==> src/rtl/t06_lcd_pkg.sv <==
// Shared types and constants for the LCD frame engine: object codes, RGB565 colours,
// ILI9341 opcodes and the controller power-up sequence.
// Latency: n/a (types, constants and pure functions only). Backpressure: n/a.
package t06_lcd_pkg;

  typedef enum logic [2:0] {
    OBJ_EMPTY  = 3'd0,
    OBJ_HEAD   = 3'd1,
    OBJ_BODY   = 3'd2,
    OBJ_APPLE  = 3'd3,
    OBJ_BORDER = 3'd4
  } obj_t;

  typedef enum logic [2:0] {
    ST_INIT_SEND,
    ST_INIT_WAIT,
    ST_IDLE,
    ST_SCAN,
    ST_DRAW
  } state_t;

  localparam logic [15:0] COLOR_EMPTY    = 16'h0000;
  localparam logic [15:0] COLOR_HEAD     = 16'h07E0;
  localparam logic [15:0] COLOR_BODY     = 16'h03E0;
  localparam logic [15:0] COLOR_APPLE    = 16'hF800;
  localparam logic [15:0] COLOR_BORDER   = 16'hFFFF;
  localparam logic [15:0] COLOR_GAMEOVER = 16'hF800;

  localparam logic [7:0] CMD_SWRESET = 8'h01;
  localparam logic [7:0] CMD_SLPOUT  = 8'h11;
  localparam logic [7:0] CMD_COLMOD  = 8'h3A;
  localparam logic [7:0] CMD_MADCTL  = 8'h36;
  localparam logic [7:0] CMD_DISPON  = 8'h29;
  localparam logic [7:0] CMD_CASET   = 8'h2A;
  localparam logic [7:0] CMD_PASET   = 8'h2B;
  localparam logic [7:0] CMD_RAMWR   = 8'h2C;
  localparam logic [7:0] ARG_RGB565  = 8'h55;
  localparam logic [7:0] ARG_MADCTL  = 8'h48;

  // One init step: byte, its D/CX level, and whether the long settle wait follows it.
  typedef struct packed {
    logic       wait_after;
    logic       dcx;
    logic [7:0] dat;
  } init_ent_t;

  localparam int INIT_LEN = 7;

  function automatic init_ent_t init_rom(input logic [2:0] idx);
    init_ent_t e;
    case (idx)
      3'd0:    e = '{wait_after: 1'b1, dcx: 1'b0, dat: CMD_SWRESET};
      3'd1:    e = '{wait_after: 1'b1, dcx: 1'b0, dat: CMD_SLPOUT};
      3'd2:    e = '{wait_after: 1'b0, dcx: 1'b0, dat: CMD_COLMOD};
      3'd3:    e = '{wait_after: 1'b0, dcx: 1'b1, dat: ARG_RGB565};
      3'd4:    e = '{wait_after: 1'b0, dcx: 1'b0, dat: CMD_MADCTL};
      3'd5:    e = '{wait_after: 1'b0, dcx: 1'b1, dat: ARG_MADCTL};
      default: e = '{wait_after: 1'b0, dcx: 1'b0, dat: CMD_DISPON};
    endcase
    return e;
  endfunction

  // Priority encode the lookup flags; during the tint redraw apples vanish.
  function automatic obj_t obj_code(input logic head, input logic body, input logic apple,
                                    input logic border, input logic tint);
    if (head)        return OBJ_HEAD;
    else if (body)   return OBJ_BODY;
    else if (apple)  return tint ? OBJ_EMPTY : OBJ_APPLE;
    else if (border) return OBJ_BORDER;
    else             return OBJ_EMPTY;
  endfunction

  function automatic logic [15:0] obj_colour(input obj_t code, input logic tint);
    case (code)
      OBJ_HEAD:   return tint ? COLOR_GAMEOVER : COLOR_HEAD;
      OBJ_BODY:   return tint ? COLOR_GAMEOVER : COLOR_BODY;
      OBJ_APPLE:  return COLOR_APPLE;
      OBJ_BORDER: return COLOR_BORDER;
      default:    return COLOR_EMPTY;
    endcase
  endfunction

endpackage

==> src/rtl/t06_lcd_byte_tx.sv <==
// 8080 write-strobe generator: shifts one byte onto lcd_d/lcd_dcx and pulses lcd_wr.
// Latency: lcd_wr falls on the edge that accepts the byte; a byte occupies WR_LOW+WR_HIGH cycles.
// Backpressure: byte_rdy is high when idle or in the last high cycle; byte_vld&&byte_rdy launches.
// Ports: clk, rst (sync, active high); byte_dat/byte_dcx/byte_vld in, byte_rdy out;
//        lcd_wr/lcd_d/lcd_dcx drive the panel bus directly.
module t06_lcd_byte_tx #(
  parameter int WR_LOW  = 1,
  parameter int WR_HIGH = 1
) (
  input  logic       clk,
  input  logic       rst,
  input  logic [7:0] byte_dat,
  input  logic       byte_dcx,
  input  logic       byte_vld,
  output logic       byte_rdy,
  output logic       lcd_wr,
  output logic [7:0] lcd_d,
  output logic       lcd_dcx
);

  logic        active_q, active_d;
  logic        high_q, high_d;
  logic        wr_q, wr_d;
  logic        dcx_q, dcx_d;
  logic [7:0]  d_q, d_d;
  logic [15:0] cnt_q, cnt_d;
  logic        fin;

  always_comb begin
    active_d = active_q;
    high_d   = high_q;
    wr_d     = wr_q;
    dcx_d    = dcx_q;
    d_d      = d_q;
    cnt_d    = cnt_q;
    // Last high cycle can hand over straight to the next byte, so back-to-back
    // bytes cost exactly WR_LOW+WR_HIGH cycles.
    fin      = active_q && high_q && (cnt_q == 16'd0);
    byte_rdy = !active_q || fin;
    if (byte_rdy) begin
      if (byte_vld) begin
        active_d = 1'b1;
        high_d   = 1'b0;
        wr_d     = 1'b0;
        cnt_d    = 16'(WR_LOW - 1);
        d_d      = byte_dat;
        dcx_d    = byte_dcx;
      end else begin
        active_d = 1'b0;
      end
    end else if (cnt_q != 16'd0) begin
      cnt_d = cnt_q - 16'd1;
    end else begin
      // End of low phase: rising edge latches the byte in the panel.
      high_d = 1'b1;
      wr_d   = 1'b1;
      cnt_d  = 16'(WR_HIGH - 1);
    end
  end

  always_ff @(posedge clk) begin
    if (rst) begin
      active_q <= 1'b0;
      high_q   <= 1'b0;
      wr_q     <= 1'b1;
      dcx_q    <= 1'b1;
      d_q      <= 8'h00;
      cnt_q    <= 16'd0;
    end else begin
      active_q <= active_d;
      high_q   <= high_d;
      wr_q     <= wr_d;
      dcx_q    <= dcx_d;
      d_q      <= d_d;
      cnt_q    <= cnt_d;
    end
  end

  assign lcd_wr  = wr_q;
  assign lcd_d   = d_q;
  assign lcd_dcx = dcx_q;

endmodule

==> src/rtl/t06_lcd_frame_engine.sv <==
// Scans a GRID_W x GRID_H cell map and redraws changed cells as CELL_PX squares on an 8080 LCD.
// Latency: cell flags sampled one cycle after x/y change; unchanged cells cost one cycle each.
// Backpressure: the engine stalls on the byte transmitter; the lookup side is never stalled.
// Ports: clk, rst (sync, active high); body/head/apple/border lookup flags for (x,y);
//        start (full-redraw pulse), game_over (level); x/y lookup address;
//        lcd_csx/lcd_dcx/lcd_wr/lcd_d panel bus; busy (not IDLE), frame_done (end-of-scan pulse).
// Build option: define T06_GAMEOVER_TINT_EN for one red-tinted full redraw on game over.
module t06_lcd_frame_engine
  import t06_lcd_pkg::*;
#(
  parameter int GRID_W    = 16,
  parameter int GRID_H    = 12,
  parameter int CELL_PX   = 20,
  parameter int X_OFF     = 0,
  parameter int Y_OFF     = 0,
  parameter int WR_LOW    = 1,
  parameter int WR_HIGH   = 1,
  parameter int INIT_WAIT = 600000
) (
  input  logic                      clk,
  input  logic                      rst,
  input  logic                      body,
  input  logic                      head,
  input  logic                      apple,
  input  logic                      border,
  input  logic                      start,
  input  logic                      game_over,
  output logic [$clog2(GRID_W)-1:0] x,
  output logic [$clog2(GRID_H)-1:0] y,
  output logic                      lcd_csx,
  output logic                      lcd_dcx,
  output logic                      lcd_wr,
  output logic [7:0]                lcd_d,
  output logic                      busy,
  output logic                      frame_done
);

  localparam int XW     = $clog2(GRID_W);
  localparam int YW     = $clog2(GRID_H);
  localparam int NCELL  = GRID_W * GRID_H;
  localparam int IW     = $clog2(NCELL);
  // 11 address/command bytes followed by two bytes per pixel.
  localparam int NBYTES = 11 + 2 * CELL_PX * CELL_PX;
  localparam int BW     = $clog2(NBYTES);
  localparam logic [2:0] INIT_LAST = 3'(INIT_LEN - 1);

  state_t           state_q, state_d;
  logic [2:0]       init_idx_q, init_idx_d;
  logic [31:0]      wait_cnt_q, wait_cnt_d;
  logic [XW-1:0]    x_q, x_d;
  logic [YW-1:0]    y_q, y_d;
  logic             full_q, full_d;
  logic             start_pend_q, start_pend_d;
  obj_t             code_q, code_d;
  logic [BW-1:0]    bcnt_q, bcnt_d;
  logic [NCELL-1:0] shadow_vld_q, shadow_vld_d;
  logic             frame_done_q, frame_done_d;
  logic             csx_q, csx_d;
  obj_t             shadow_code_q [NCELL];
  logic             shadow_we;
  logic             adv;
  logic             tint_act;

  logic       tx_vld, tx_rdy, tx_dcx;
  logic [7:0] tx_dat;

  init_ent_t     ent;
  logic [IW-1:0] cell_idx;
  logic          last_cell;
  obj_t          cell_code;
  logic [15:0]   col_s, col_e, row_s, row_e, pix;

`ifdef T06_GAMEOVER_TINT_EN
  logic tint_q, tint_d;
  logic tint_done_q, tint_done_d;
  assign tint_act = tint_q;
`else
  assign tint_act = 1'b0;
`endif

  assign ent       = init_rom(init_idx_q);
  assign cell_idx  = IW'(y_q) * IW'(GRID_W) + IW'(x_q);
  assign last_cell = (x_q == XW'(GRID_W - 1)) && (y_q == YW'(GRID_H - 1));
  assign cell_code = obj_code(head, body, apple, border, tint_act);
  assign col_s     = 16'(X_OFF) + 16'(x_q) * 16'(CELL_PX);
  assign col_e     = col_s + 16'(CELL_PX - 1);
  assign row_s     = 16'(Y_OFF) + 16'(y_q) * 16'(CELL_PX);
  assign row_e     = row_s + 16'(CELL_PX - 1);
  assign pix       = obj_colour(code_q, tint_act);

  always_comb begin
    state_d      = state_q;
    init_idx_d   = init_idx_q;
    wait_cnt_d   = wait_cnt_q;
    x_d          = x_q;
    y_d          = y_q;
    full_d       = full_q;
    start_pend_d = start_pend_q;
    code_d       = code_q;
    bcnt_d       = bcnt_q;
    shadow_vld_d = shadow_vld_q;
    frame_done_d = 1'b0;
    csx_d        = csx_q;
    shadow_we    = 1'b0;
    adv          = 1'b0;
    tx_vld       = 1'b0;
    tx_dat       = 8'h00;
    tx_dcx       = 1'b1;
`ifdef T06_GAMEOVER_TINT_EN
    tint_d      = tint_q;
    tint_done_d = game_over ? tint_done_q : 1'b0;
`endif

    // A start outside IDLE is remembered so the frame in flight is not disturbed.
    if (start && (state_q != ST_IDLE)) start_pend_d = 1'b1;

    case (state_q)
      ST_INIT_SEND: begin
        tx_vld = 1'b1;
        tx_dat = ent.dat;
        tx_dcx = ent.dcx;
        if (tx_rdy) begin
          if (ent.wait_after) begin
            state_d    = ST_INIT_WAIT;
            wait_cnt_d = 32'(INIT_WAIT);
          end else if (init_idx_q == INIT_LAST) begin
            state_d = ST_SCAN;
            full_d  = 1'b1;
          end else begin
            init_idx_d = init_idx_q + 3'd1;
          end
        end
      end

      ST_INIT_WAIT: begin
        if (wait_cnt_q == 32'd0) begin
          init_idx_d = init_idx_q + 3'd1;
          state_d    = ST_INIT_SEND;
        end else begin
          wait_cnt_d = wait_cnt_q - 32'd1;
        end
      end

      ST_IDLE: begin
        if (start || start_pend_q) begin
          state_d      = ST_SCAN;
          full_d       = 1'b1;
          start_pend_d = 1'b0;
`ifdef T06_GAMEOVER_TINT_EN
        end else if (game_over && !tint_done_q) begin
          state_d = ST_SCAN;
          full_d  = 1'b1;
          tint_d  = 1'b1;
`endif
        end else if (!game_over) begin
          state_d = ST_SCAN;
        end
      end

      ST_SCAN: begin
        // x/y have been stable since the previous edge, so the flags belong to this cell.
        if (shadow_vld_q[cell_idx] && (shadow_code_q[cell_idx] == cell_code) && !full_q) begin
          adv = 1'b1;
        end else begin
          code_d  = cell_code;
          bcnt_d  = '0;
          state_d = ST_DRAW;
        end
      end

      ST_DRAW: begin
        tx_vld = 1'b1;
        case (int'(bcnt_q))
          0:  begin tx_dat = CMD_CASET; tx_dcx = 1'b0; end
          1:  tx_dat = col_s[15:8];
          2:  tx_dat = col_s[7:0];
          3:  tx_dat = col_e[15:8];
          4:  tx_dat = col_e[7:0];
          5:  begin tx_dat = CMD_PASET; tx_dcx = 1'b0; end
          6:  tx_dat = row_s[15:8];
          7:  tx_dat = row_s[7:0];
          8:  tx_dat = row_e[15:8];
          9:  tx_dat = row_e[7:0];
          10: begin tx_dat = CMD_RAMWR; tx_dcx = 1'b0; end
          // Pixel bytes start at odd index 11, so odd counts carry the MSB.
          default: tx_dat = bcnt_q[0] ? pix[15:8] : pix[7:0];
        endcase
        if (tx_rdy) begin
          if (bcnt_q == BW'(NBYTES - 1)) begin
            shadow_we              = 1'b1;
            shadow_vld_d[cell_idx] = 1'b1;
            adv                    = 1'b1;
          end else begin
            bcnt_d = bcnt_q + BW'(1);
          end
        end
      end

      default: state_d = ST_INIT_SEND;
    endcase

    if (adv) begin
      if (last_cell) begin
        x_d          = '0;
        y_d          = '0;
        full_d       = 1'b0;
        frame_done_d = 1'b1;
        state_d      = ST_IDLE;
`ifdef T06_GAMEOVER_TINT_EN
        // Tinted cells no longer match their stored codes; force a repaint later.
        if (tint_q) begin
          tint_d       = 1'b0;
          tint_done_d  = 1'b1;
          shadow_vld_d = '0;
        end
`endif
      end else if (x_q == XW'(GRID_W - 1)) begin
        x_d     = '0;
        y_d     = y_q + YW'(1);
        state_d = ST_SCAN;
      end else begin
        x_d     = x_q + XW'(1);
        state_d = ST_SCAN;
      end
    end

    // Chip select falls with the first byte and rises once the bus goes quiet.
    if (tx_vld && tx_rdy) csx_d = 1'b0;
    else if (tx_rdy)      csx_d = 1'b1;
  end

  always_ff @(posedge clk) begin
    if (rst) begin
      state_q      <= ST_INIT_SEND;
      init_idx_q   <= 3'd0;
      wait_cnt_q   <= 32'd0;
      x_q          <= '0;
      y_q          <= '0;
      full_q       <= 1'b0;
      start_pend_q <= 1'b0;
      code_q       <= OBJ_EMPTY;
      bcnt_q       <= '0;
      shadow_vld_q <= '0;
      frame_done_q <= 1'b0;
      csx_q        <= 1'b1;
`ifdef T06_GAMEOVER_TINT_EN
      tint_q       <= 1'b0;
      tint_done_q  <= 1'b0;
`endif
    end else begin
      state_q      <= state_d;
      init_idx_q   <= init_idx_d;
      wait_cnt_q   <= wait_cnt_d;
      x_q          <= x_d;
      y_q          <= y_d;
      full_q       <= full_d;
      start_pend_q <= start_pend_d;
      code_q       <= code_d;
      bcnt_q       <= bcnt_d;
      shadow_vld_q <= shadow_vld_d;
      frame_done_q <= frame_done_d;
      csx_q        <= csx_d;
`ifdef T06_GAMEOVER_TINT_EN
      tint_q       <= tint_d;
      tint_done_q  <= tint_done_d;
`endif
    end
  end

  // Code storage needs no reset: the valid bits gate every read.
  always_ff @(posedge clk) begin
    if (shadow_we) shadow_code_q[cell_idx] <= code_q;
  end

  t06_lcd_byte_tx #(
    .WR_LOW (WR_LOW),
    .WR_HIGH(WR_HIGH)
  ) u_byte_tx (
    .clk     (clk),
    .rst     (rst),
    .byte_dat(tx_dat),
    .byte_dcx(tx_dcx),
    .byte_vld(tx_vld),
    .byte_rdy(tx_rdy),
    .lcd_wr  (lcd_wr),
    .lcd_d   (lcd_d),
    .lcd_dcx (lcd_dcx)
  );

  assign x          = x_q;
  assign y          = y_q;
  assign lcd_csx    = csx_q;
  assign busy       = (state_q != ST_IDLE);
  assign frame_done = frame_done_q;

endmodule

==> config.mk <==
export PLATFORM = sky130hd
export DESIGN_NAME = t06_lcd_frame_engine
export DESIGN_NICKNAME = d
export VERILOG_FILES = /design/src/rtl/t06_lcd_pkg.sv /design/src/rtl/t06_lcd_byte_tx.sv /design/src/rtl/t06_lcd_frame_engine.sv
export SDC_FILE = /design/constraint.sdc
export NUM_CORES = 1
export LEC_CHECK = 0
export BUFFER_PORTS_ARGS = -buffer_cell sky130_fd_sc_hd__buf_2
export CAP_MARGIN = 20
export CELL_PAD_IN_SITES_DETAIL_PLACEMENT = 1
export CELL_PAD_IN_SITES_GLOBAL_PLACEMENT = 2
export CORE_MARGIN = 5
export CORE_UTILIZATION = 41
export CTS_CLUSTER_SIZE = 16
export DETAILED_ROUTE_END_ITERATION = 8
export PLACE_DENSITY_LB_ADDON = 0.1
export RECOVER_POWER = 50
export SYNTH_ARGS = -nofsm -noshare
export SYNTH_HDL_FRONTEND = slang
export SYNTH_SLANG_ARGS = --single-unit
==> constraint.sdc <==
create_clock -name clk -period 3.9 [get_ports clk]
set_input_delay 0.78 -clock clk [delete_from_list [all_inputs] [get_ports clk]]
set_output_delay 0.78 -clock clk [all_outputs]
set_load 0.02 [all_outputs]
==> results.sh, run 1 <==
export IMPL_layout_min_cycle_time_ps=3730
export IMPL_start_kind="register"
export IMPL_required_ps=4400
export IMPL_syn_mean_instance_area_um2=13.5
export IMPL_rows=108
export IMPL_violations="max-capacitance violations, max-slew violations"
export IMPL_ir_drop_uv=411
export IMPL_synth_common_cells="nor2_1 (637), edfxtp_1 (576), dfxtp_1 (283)"
export IMPL_grt_use_total_pct=23.2
export IMPL_worstSetupEndpointType="register"
export IMPL_grt_max_degree=129
export IMPL_syn_inst=2656
export IMPL_hp_class="reg2reg"
export IMPL_slew_limit_headroom_pct=-70.2
export IMPL_placed_area_um2=38700
export IMPL_clkLatencyLatePin_ps=670
export IMPL_worst_pin_slew_ps=2550
export IMPL_die_y_um=306
export IMPL_r2r_slack_ps=170
export IMPL_route_detailed_drc=0
export IMPL_worstRegToRegCells=14
export IMPL_crit_start="x[1]"
export IMPL_core_area_um2=86800
export IMPL_viasPerCell=5.64
export IMPL_multiInputGateArea_um2=11900
export IMPL_power_density_nw_per_um2=509
export IMPL_status="finished, violations left"
export IMPL_grt_pass1_wl_um=162000
export IMPL_fill_cells=8776
export IMPL_setup_viol=0
export IMPL_ys_types=86
export IMPL_hold_viol=0
export IMPL_ys_async_sr_fraction_pct=0
export IMPL_start_util_pct=41.3
export IMPL_r2r_start="x[1]"
export IMPL_routabilityCongestion=0.868
export IMPL_syn_to_final_growth_pct=16.8
export IMPL_synth_seq_cells=859
export IMPL_leakagePower_nw=14.0
export IMPL_hpwl_um=75600
export IMPL_synth_edf_count=576
export IMPL_io_buffers=28
export IMPL_htreeDepth=3
export IMPL_vias=23205
export IMPL_cp_endpoint="state_q[0]"
export IMPL_dieArea_um2=93400
export IMPL_critPathArrivalTime_ps=4230
export IMPL_synth_seq_area_share_pct=64.1
export IMPL_fin_worst_skew_ps=29.1
export IMPL_post_route_period_util_pct=95.7
export IMPL_slew_violations=261
export IMPL_antenna_found_initial=0
export IMPL_fin_nets=2914
export IMPL_grt_overflow=0
export IMPL_synthMostInstantiatedCell="nor2_1"
export IMPL_cp_max_fo=33
export IMPL_yosys_most_used_dff="edfxtp_1"
export IMPL_ios=29
export IMPL_firstDrtPassIters=5
export IMPL_drv_cap=4
export IMPL_syn_area_um2=35800
export IMPL_synthTopCellsByArea="edfxtp_1 (48%), dfxtp_1 (16%), mux4_2 (8.6%), nor2_1 (6.7%), mux2i_1 (3.2%)"
export IMPL_cts_sinks=859
export IMPL_grt_pass1_vias=24342
export IMPL_cts_tree="yes"
export IMPL_critPathKind="reg2reg"
export IMPL_wire_per_inst_um=26.7
export IMPL_fmax_mhz=268
export IMPL_n_antenna_cell=0
export IMPL_ant_nets=0
export IMPL_clockBufferDepth=3
export IMPL_dieWidth_um=306
export IMPL_synth_top_cell_area_share_pct=48.3
export IMPL_syn_nets=2695
export IMPL_path_clk_slew_ps=60
export IMPL_cts_root_buf="clkbuf_16"
export IMPL_cts_buffers_inserted=96
export IMPL_fin_area_um2=41900
export IMPL_drt_iter0_drc=1829
export IMPL_hold_slack_ps=445
export IMPL_drive_gt1_share_pct=20.4
export IMPL_regToRegEndpoint="state_q[0]"
export IMPL_seq_area_um2=23000
export IMPL_yosys_warnings=0
export IMPL_routed_wl_um=110000
export IMPL_yosysTopAreaCell="edfxtp_1"
export IMPL_grt_setup_unrepaired="false"
routing by layer:
metal | share of wire, % | wire (um) | vias up | global-route usage, %
met5 | 0 | 0 | - | 0
met4 | 3.7 | 4120 | 0 | 8.57
met3 | 6.5 | 7090 | 204 | 5.25
met2 | 47 | 51600 | 597 | 37.4
met1 | 43 | 47100 | 12032 | 30.9
li1 | - | - | 10372 | -
flip-flops by register name, summed over array words and instances (netlist names):
name / flops
shadow_code_q: 576
shadow_vld_q: 192
wait_cnt_q: 32
u_byte_tx.cnt_q: 16
bcnt_q: 10
u_byte_tx.lcd_d: 8
x: 4
y: 4
code_q: 3
init_idx_q: 3
state_q: 3
frame_done: 1
full_q: 1
lcd_csx: 1
start_pend_q: 1
u_byte_tx.active_q: 1
u_byte_tx.high_q: 1
u_byte_tx.lcd_dcx: 1
u_byte_tx.lcd_wr: 1
cell families (layout without fill, tap and decap cells):
group / after synthesis / in the layout / synth area share [%]
AO/OA/AOI/OAI: 309 / 309 / 6.28
multiplexers: 276 / 276 / 13.1
flip-flops: 859 / 859 / 64.1
adder cells (fa/ha/maj): 31 / 31 / 1.12
buffers and inverters: 180 / 481 / 2.85
XOR/XNOR: 38 / 38 / 0.929
AND/OR/NAND/NOR: 963 / 963 / 11.7
power breakdown:
part / leakage (nW) / switching (mW) / total [mW] / internal [mW]
Clock: 1.59 / 3.70 / 9.23 / 5.53
Sequential: 7.59 / 0.249 / 10.1 / 9.87
Combinational: 4.85 / 1.26 / 1.98 / 0.715
what timing repair did:
item | CTS | global route
gates resized for setup | 0 | 7
pin swaps | 0 | 0
setup endpoints to repair | 6 | 11
endpoints found under the hold margin | 0 | 0
buffers inserted | 4 | 0
hold buffers | 0 | 0
metrics by stage:
stage / cells / worst slack, ps / utilization (%) / setup TNS (ps) / power [mW]
after floorplan: 2656 / 99.7 / - / 0 / 11.6
after global placement: 3928 / -11.3 / 44.6 / -11.3 / 12.2
after detailed placement: 3928 / -0.788 / 44.6 / -0.788 / 12.3
after CTS: 4112 / 8.09 / 48.4 / 0 / 21.6
after global routing: 4112 / 1.79 / 48.3 / 0 / 22.2
final: 4112 / 168 / 48.3 / 0 / 21.3
final cells by class:
class,instances,share of cell area [%]
sequential,859,54.9
inverter,23,0.206
clock inverter,49,1.24
multi-input combinational,1617,28.4
timing repair buffer,278,5.34
tap,1155,3.45
clock buffer,131,6.49
critical path: stages (launching register included):
cell and delay [ps]:
dfxtp_4 500, buf_12 290, buf_4 260, mux2i_1 390
a22oi_1 130, nand3_1 110, a41o_1 300, nand4_1 220
nor3_1 390, o211ai_2 170, o21a_4 250, buf_4 150
nor3_1 140, buf_4 150, o22ai_1 60
layout by cell type (no fill, tap or decap), drive strengths merged, types with 10 or more instances in the layout:
| cell | synthesis | routed |
|---|---|---|
| a211oi | 11 | 11 |
| a21o | 12 | 12 |
| a21oi | 62 | 62 |
| a22oi | 45 | 45 |
| a31oi | 13 | 13 |
| and2 | 11 | 11 |
| and3 | 16 | 16 |
| buf | 71 | 231 |
| bufinv | 0 | 10 |
| clkbuf | 86 | 178 |
| clkinv | 2 | 35 |
| dfxtp | 283 | 283 |
| edfxtp | 576 | 576 |
| ha | 29 | 29 |
| inv | 21 | 24 |
| mux2 | 11 | 11 |
| mux2i | 116 | 116 |
| mux4 | 149 | 149 |
| nand2 | 91 | 91 |
| nand3 | 59 | 59 |
| nand3b | 19 | 19 |
| nand4 | 12 | 12 |
| nor2 | 637 | 637 |
| nor2b | 12 | 12 |
| nor3 | 32 | 32 |
| nor4 | 17 | 17 |
| o21ai | 42 | 42 |
| o21ba | 26 | 26 |
| o22ai | 17 | 17 |
| or3 | 19 | 19 |
| xnor2 | 17 | 17 |
| xor2 | 21 | 21 |
how the worst min path moves through the flow:
stage                     start               end  cells after the start
2_1_floorplan  shadow_vld_q[41]  shadow_vld_q[41]                      2
3_3_place_gp            lcd_csx           lcd_csx                      2
3_5_place_dp            lcd_csx           lcd_csx                      2
4_1_cts                 lcd_csx           lcd_csx                      2
5_1_grt                 lcd_csx           lcd_csx                      2
6_report                lcd_csx           lcd_csx                      2
(Power assumes the default switching activity.)
==> run 2, diff against run 1 <==
--- a/config.mk
+++ b/config.mk
@@ -5,12 +5,13 @@
 export SDC_FILE = /design/constraint.sdc
 export NUM_CORES = 1
 export LEC_CHECK = 0
+export ABC_AREA = 1
 export BUFFER_PORTS_ARGS = -buffer_cell sky130_fd_sc_hd__buf_2
 export CAP_MARGIN = 20
 export CELL_PAD_IN_SITES_DETAIL_PLACEMENT = 1
 export CELL_PAD_IN_SITES_GLOBAL_PLACEMENT = 2
 export CORE_MARGIN = 5
-export CORE_UTILIZATION = 41
+export CORE_UTILIZATION = 37
 export CTS_CLUSTER_SIZE = 16
 export DETAILED_ROUTE_END_ITERATION = 8
 export PLACE_DENSITY_LB_ADDON = 0.1
==> run 2 against run 1 <==
The run still ends with max-capacitance violations, max-slew violations left. Die area up 17%. Highest routed layer unchanged. Via count up 24%. Sequential cell count unchanged. Sequential power about the same. Setup slack better by 150 ps. Critical path type unchanged.
==> results.sh, run 2 <==
export IMPL_cts_tree="yes"
export IMPL_worst_pin_slew_ps=2870
export IMPL_ir_drop_uv=369
export IMPL_slew_violations=448
export IMPL_placed_area_um2=40000
export IMPL_wire_per_inst_um=21.5
export IMPL_clkLatencyLatePin_ps=690
export IMPL_grt_setup_unrepaired="false"
export IMPL_max_stage_delay_ps=1550
export IMPL_slew_limit_headroom_pct=-91.4
export IMPL_firstDrtPassIters=5
export IMPL_instances_no_fill=5683
export IMPL_synthTopCellsByArea="edfxtp_1 (45%), dfxtp_1 (15%), nand2_1 (11%), nor2_1 (6.6%), o21a_1 (3.9%)"
export IMPL_switching_share_pct=27.1
export IMPL_fmax_mhz=279
export IMPL_drv_cap=5
export IMPL_layout_commonest_cell="nand2_1"
export IMPL_synth_seq_area_share_pct=60.3
export IMPL_fill_cells=11726
export IMPL_top_register="shadow_code_q"
export IMPL_syn_nets=4245
export IMPL_yosys_warnings=0
export IMPL_layout_min_cycle_time_ps=3580
export IMPL_ios=29
export IMPL_htreeDepth=3
export IMPL_drive_gt1_share_pct=6.65
export IMPL_synth_common_cells="nand2_1 (1143), nor2_1 (670), edfxtp_1 (576)"
export IMPL_reg_largest_list="shadow_code_q x576, shadow_vld_q x192, wait_cnt_q x32"
export IMPL_status="finished, violations left"
export IMPL_core_area_um2=102000
export IMPL_n_antenna_cell=0
export IMPL_ys_async_sr_fraction_pct=0
export IMPL_power_density_nw_per_um2=523
export IMPL_leakagePower_nw=17.0
export IMPL_cts_resized=0
export IMPL_largest_register_ffs=576
export IMPL_path_clk_slew_ps=60
export IMPL_route_detailed_drc=0
export IMPL_violations="max-capacitance violations, max-slew violations"
export IMPL_cp_max_fo=160
export IMPL_hp_class="in2reg"
export IMPL_yosys_most_used_dff="edfxtp_1"
export IMPL_synth_edf_count=576
export IMPL_final_cell_mix="nand2_1 (1145), nor2_1 (672), edfxtp_1 (576)"
export IMPL_cp_slowest_cell="buf_4"
export IMPL_crit_path_cell_trace="buf_4"
export IMPL_dieWidth_um=331
export IMPL_cts_sinks=859
export IMPL_switching_power_mw=6.13
export IMPL_seqPwrFrac_pct=45.9
export IMPL_worstSetupEndpointType="register"
export IMPL_wl_met2_um=57600
export IMPL_grt_pass1_vias=29720
export IMPL_hpwl_um=76900
export IMPL_start_kind="register"
export IMPL_rows=117
export IMPL_hold_viol=0
export IMPL_fin_nets=4270
export IMPL_hold_slack_ps=443
export IMPL_dieArea_um2=109000
export IMPL_syn_area_um2=38000
export IMPL_cp_top_family="buffers and inverters"
export IMPL_grt_pass1_wl_um=185000
export IMPL_routed_wl_um=122000
export IMPL_top_layer_used="met4"
export IMPL_yosysTopAreaCell="edfxtp_1"
export IMPL_ant_nets=0
export IMPL_required_ps=4060
export IMPL_start_util_pct=37.3
export IMPL_p_clk_share_pct=41.8
export IMPL_fin_worst_skew_ps=28.4
export IMPL_fin_area_um2=43200
export IMPL_clockBufferDepth=3
export IMPL_grt_overflow=0
export IMPL_routabilityCongestion=0.791
export IMPL_syn_inst=4206
export IMPL_synth_top_cell_area_share_pct=45.5
export IMPL_grt_max_degree=161
export IMPL_p_comb_share_pct=12.3
export IMPL_io_buffers=28
export IMPL_multiInputGateArea_um2=12800
export IMPL_synthMostInstantiatedCell="nand2_1"
export IMPL_pre_cts_ws_ps=379
export IMPL_vias=28810
export IMPL_critPathBufInv=1
export IMPL_place_inst=5500
export IMPL_postCtsSetupRepairBufs=0
export IMPL_cts_buffers_inserted=97
export IMPL_post_route_period_util_pct=91.7
export IMPL_internal_power_mw=16.5
export IMPL_dr_wl_met3_um=4500
export IMPL_ys_types=54
export IMPL_met1_length_um=57800
export IMPL_drt_iter0_drc=1843
export IMPL_syn_to_final_growth_pct=13.5
export IMPL_die_y_um=331
export IMPL_setup_tns_ps=0
export IMPL_cts_hold_buffers=0
export IMPL_seq_area_um2=23000
export IMPL_synth_seq_cells=859
export IMPL_syn_mean_instance_area_um2=9.05
export IMPL_critPathArrivalTime_ps=3740
export IMPL_viasPerCell=5.07
export IMPL_grt_use_total_pct=22.3
export IMPL_critPathKind="reg2reg"
export IMPL_timing_final_ws_setup_ps=322
export IMPL_cts_root_buf="clkbuf_16"
export IMPL_setup_viol=0
export IMPL_antenna_found_initial=2
-- run 2: cell count changes after synthesis, sizes merged, moves of 67 or more --
cell / change
mux2i: -116
a21oi: +69
mux4: -149
o21ai: +172
nand3: +205
o21a: +191
nand2: +1057
buf: +67
inv: +327
-- run 2: cells by family (layout without fill, tap and decap cells) --
kind of cell    count (synthesis)  count (layout)  share of synthesized area, %
fa+ha+maj                      31              31                          1.06
flops                         859             859                          60.3
buf+inv                       552             661                          6.11
compound gates                585             585                          9.25
xor+xnor                       16              16                         0.368
simple gates                 2163            2163                          22.9
-- run 2: power groups by stage --
stage               sequential [mW]  combinational (mW)  clock (mW)
floorplan                      10.6                1.84           0
global placement               10.5                2.91           0
detailed placement             10.5                2.91           0
CTS                            10.4                2.92        9.67
global route                   10.4                3.21        10.1
finish                         10.4                2.78        9.46
-- run 2: per-layer routing --
metal  track usage (%)  up-vias
met3              2.56      110
met2              37.6      447
met4              4.43        0
met1              31.2    14340
li1                  -    13913
met5                 0        -
-- run 2: final cells by class --
| cell class | instances | area share [%] |
|---|---|---|
| clock buffer | 122 | 6.17 |
| clock inverter | 61 | 1.48 |
| inverter | 351 | 3.11 |
| multi-input combinational | 2795 | 29.5 |
| sequential | 859 | 53.2 |
| tap | 1368 | 3.96 |
| timing repair buffer | 127 | 2.55 |
-- run 2: worst paths after layout --
path | endpoint | slack (ps) | cells past startpoint | startpoint
hold reg to reg | shadow_vld_q[189] | 460 | 1 | shadow_vld_q[189]
hold / removal | u_byte_tx.lcd_dcx | 440 | 3 | rst
setup / recovery | shadow_code_q[32][2] | 320 | 1 | code_q[2]
setup reg to reg | shadow_code_q[32][2] | 320 | 1 | code_q[2]
-- run 2: tightest hold or removal path: stages --
cell     delay, ps
buf_2          140
inv_8           90
nand2_1         70
-- run 2: through the flow --
step | power, mW | utilization, %
3_5_place_dp | 13.4 | 39.2
2_1_floorplan | 12.5 | -
5_1_grt | 23.7 | 42.3
4_1_cts | 22.9 | 42.5
6_report | 22.6 | 42.3
3_3_place_gp | 13.4 | 39.2
==> run 3, diff against run 2 <==
--- a/config.mk
+++ b/config.mk
@@ -11,7 +11,7 @@
 export CELL_PAD_IN_SITES_DETAIL_PLACEMENT = 1
 export CELL_PAD_IN_SITES_GLOBAL_PLACEMENT = 2
 export CORE_MARGIN = 5
-export CORE_UTILIZATION = 37
+export CORE_UTILIZATION = 41
 export CTS_CLUSTER_SIZE = 16
 export DETAILED_ROUTE_END_ITERATION = 8
 export PLACE_DENSITY_LB_ADDON = 0.1
==> constraint.sdc (replaced) <==
create_clock -name clk -period 4 [get_ports clk]
set_input_delay 0.8 -clock clk [delete_from_list [all_inputs] [get_ports clk]]
set_output_delay 0.8 -clock clk [all_outputs]
set_load 0.02 [all_outputs]
==> run 3 against run 2 <==
Non-clock buffer count decreased by 13. Die area shrank 9.5%. Critical path type unchanged. Critical path depth grew 14. Power decreased by 3.8%. Clock skew shrank 1.1 ps. Critical endpoint is now shadow_code_q[148][2]. Final cell count down 2.5%. The flow still finishes with violations (max-capacitance violations, max-slew violations). Register-to-register slack better by 70 ps.
==> results.sh, run 3 (same netlist as run 2, synthesis figures left out) <==
export IMPL_status="finished, violations left"
export IMPL_violations="max-capacitance violations, max-slew violations"
export IMPL_start_kind="register"
export IMPL_r2r_slack_ps=390
export IMPL_dieArea_um2=99000
export IMPL_whs_endpoint="lcd_csx"
export IMPL_ant_nets=0
export IMPL_antenna_found_initial=3
export IMPL_fin_worst_skew_ps=27.3
export IMPL_multiInputGateArea_um2=12800
export IMPL_layout_commonest_cell="nand2_1"
export IMPL_reg_largest_list="shadow_code_q x576, shadow_vld_q x192, wait_cnt_q x32"
export IMPL_io_buffers=28
export IMPL_core_area_um2=91900
export IMPL_path_clk_slew_ps=60
export IMPL_power_density_nw_per_um2=507
export IMPL_clockBufferDepth=3
export IMPL_cp_top_family="simple AND/OR/NAND/NOR gates"
export IMPL_firstDrtPassIters=5
export IMPL_placed_area_um2=39800
export IMPL_grt_max_degree=195
export IMPL_fin_area_um2=42900
export IMPL_largest_register_ffs=576
export IMPL_start_util_pct=41.4
export IMPL_dieWidth_um=315
export IMPL_fmax_mhz=277
export IMPL_ios=29
export IMPL_worstRegToRegCells=15
export IMPL_drt_iter0_drc=2031
export IMPL_place_inst=5361
export IMPL_leakagePower_nw=16.9
export IMPL_crit_top_cell="nor2_1"
export IMPL_critPathKind="reg2reg"
export IMPL_fill_cells=10595
export IMPL_ir_drop_uv=376
export IMPL_route_detailed_drc=0
export IMPL_worstSetupEndpointType="register"
export IMPL_worst_pin_slew_ps=2660
export IMPL_grt_pass1_vias=29684
export IMPL_grt_setup_unrepaired="true"
export IMPL_cts_buffers_inserted=95
export IMPL_routabilityCongestion=0.807
export IMPL_layout_min_cycle_time_ps=3610
export IMPL_die_y_um=315
export IMPL_slew_limit_headroom_pct=-77.4
export IMPL_crit_path_cell_trace="inv_1 -> ha_1 -> nand2_1 -> nor2_1 -> nand2_1 -> nor2_2 -> nand2_1 -> o21ai_2 -> inv_2 -> nor2_1 -> nand2_2 -> buf_4 -> nor2_1 -> inv_1 -> nor2_1"
export IMPL_setup_viol=0
export IMPL_critPathBufInv=4
export IMPL_hpwl_um=75000
export IMPL_timing_final_ws_setup_ps=388
export IMPL_viasPerCell=5.25
export IMPL_grt_use_total_pct=24.2
export IMPL_cts_sinks=859
export IMPL_cp_slowest_cell="nor2_1"
export IMPL_grt_pass1_wl_um=183000
export IMPL_crit_start="u_byte_tx.cnt_q[0]"
export IMPL_hold_viol=0
export IMPL_cts_root_buf="clkbuf_16"
export IMPL_top_register="shadow_code_q"
export IMPL_grt_overflow=0
export IMPL_hp_start="lcd_csx"
export IMPL_hp_class="reg2reg"
export IMPL_pre_cts_ws_ps=182
export IMPL_post_route_period_util_pct=90.3
export IMPL_routed_wl_um=121000
export IMPL_seq_area_um2=23000
export IMPL_syn_to_final_growth_pct=12.7
export IMPL_instances_no_fill=5539
export IMPL_critPathArrivalTime_ps=3930
export IMPL_required_ps=4320
export IMPL_setup_tns_ps=0
export IMPL_clkLatencyLatePin_ps=660
export IMPL_htreeDepth=3
export IMPL_r2r_start="u_byte_tx.cnt_q[0]"
export IMPL_max_stage_delay_ps=400
export IMPL_wire_per_inst_um=21.9
export IMPL_regToRegEndpoint="shadow_code_q[148][2]"
export IMPL_holdPathStages=2
export IMPL_fin_nets=4255
export IMPL_cts_tree="yes"
export IMPL_rows=111
export IMPL_drv_cap=4
export IMPL_slew_violations=525
export IMPL_cp_max_fo=11
export IMPL_vias=29067
export IMPL_final_cell_mix="nand2_1 (1142), nor2_1 (657), edfxtp_1 (576)"
export IMPL_total_power_mw=21.7
export IMPL_drive_gt1_share_pct=6.59
run 3: cell types whose count changed in the layout (fill, tap and decap cells not counted), moves of 4 or more:
cell and delta:
buf_4 -10, clkbuf_1 +10, clkbuf_8 +11, clkinv_1 -7, clkinv_2 -7, clkinv_4 -4, nor2_1 -15, nor2_2 +15
run 3: routing by layer:
layer  up-vias  global-route usage, %  share of wire (%)
met5         -                      0                  0
met4         0                   6.01                2.0
met3       137                   3.81                5.2
met2       570                   40.6                 47
met1     14471                   33.2                 46
li1      13889                      -                  -
run 3: worst max path at each step:
stage                                  endpoint  slack [ps]  cells after the start
final                     shadow_code_q[148][2]         390                     15
after detailed placement  shadow_code_q[180][1]         180                     15
after floorplan              u_byte_tx.lcd_d[5]         100                      6
after CTS                 shadow_code_q[180][1]         170                     15
after global placement    shadow_code_q[120][2]         320                     15
after global routing       shadow_code_q[93][1]          -3                     15
run 3: repair_timing:
action / CTS / global route
setup endpoints to repair: 0 / 329
resized for setup: 0 / 16
hold buffers: 0 / 0
setup buffers: 0 / 1
run 3: area by class of cell:
cell class / instances / area share [%]
diodes: 2 / 0.0117
clock buffers: 144 / 6.52
clock inverters: 31 / 0.826
inverters: 351 / 3.15
multi-input cells: 2795 / 29.8
flip-flops and latches: 859 / 53.6
well taps: 1243 / 3.63
repair buffers: 114 / 2.47
run 3: per-stage QoR:
step           hold slack [ps]  utilization (%)
2_1_floorplan              434                -
3_3_place_gp               441             43.3
3_5_place_dp               442             43.3
4_1_cts                    456             46.7
5_1_grt                    475             46.6
6_report                   455             46.6
run 3: where the power goes:
part / switching [mW] / internal, mW / total (mW) / leakage [nW]
clock: 3.63 / 5.31 / 8.94 / 1.55
combinational: 1.96 / 0.741 / 2.70 / 7.63
sequential: 0.233 / 9.87 / 10.1 / 7.73
run 3: tightest hold or removal path: stages (launching register included):
cell     delay [ps]
dfxtp_1         310
nand2_1          60
nand2_1          40
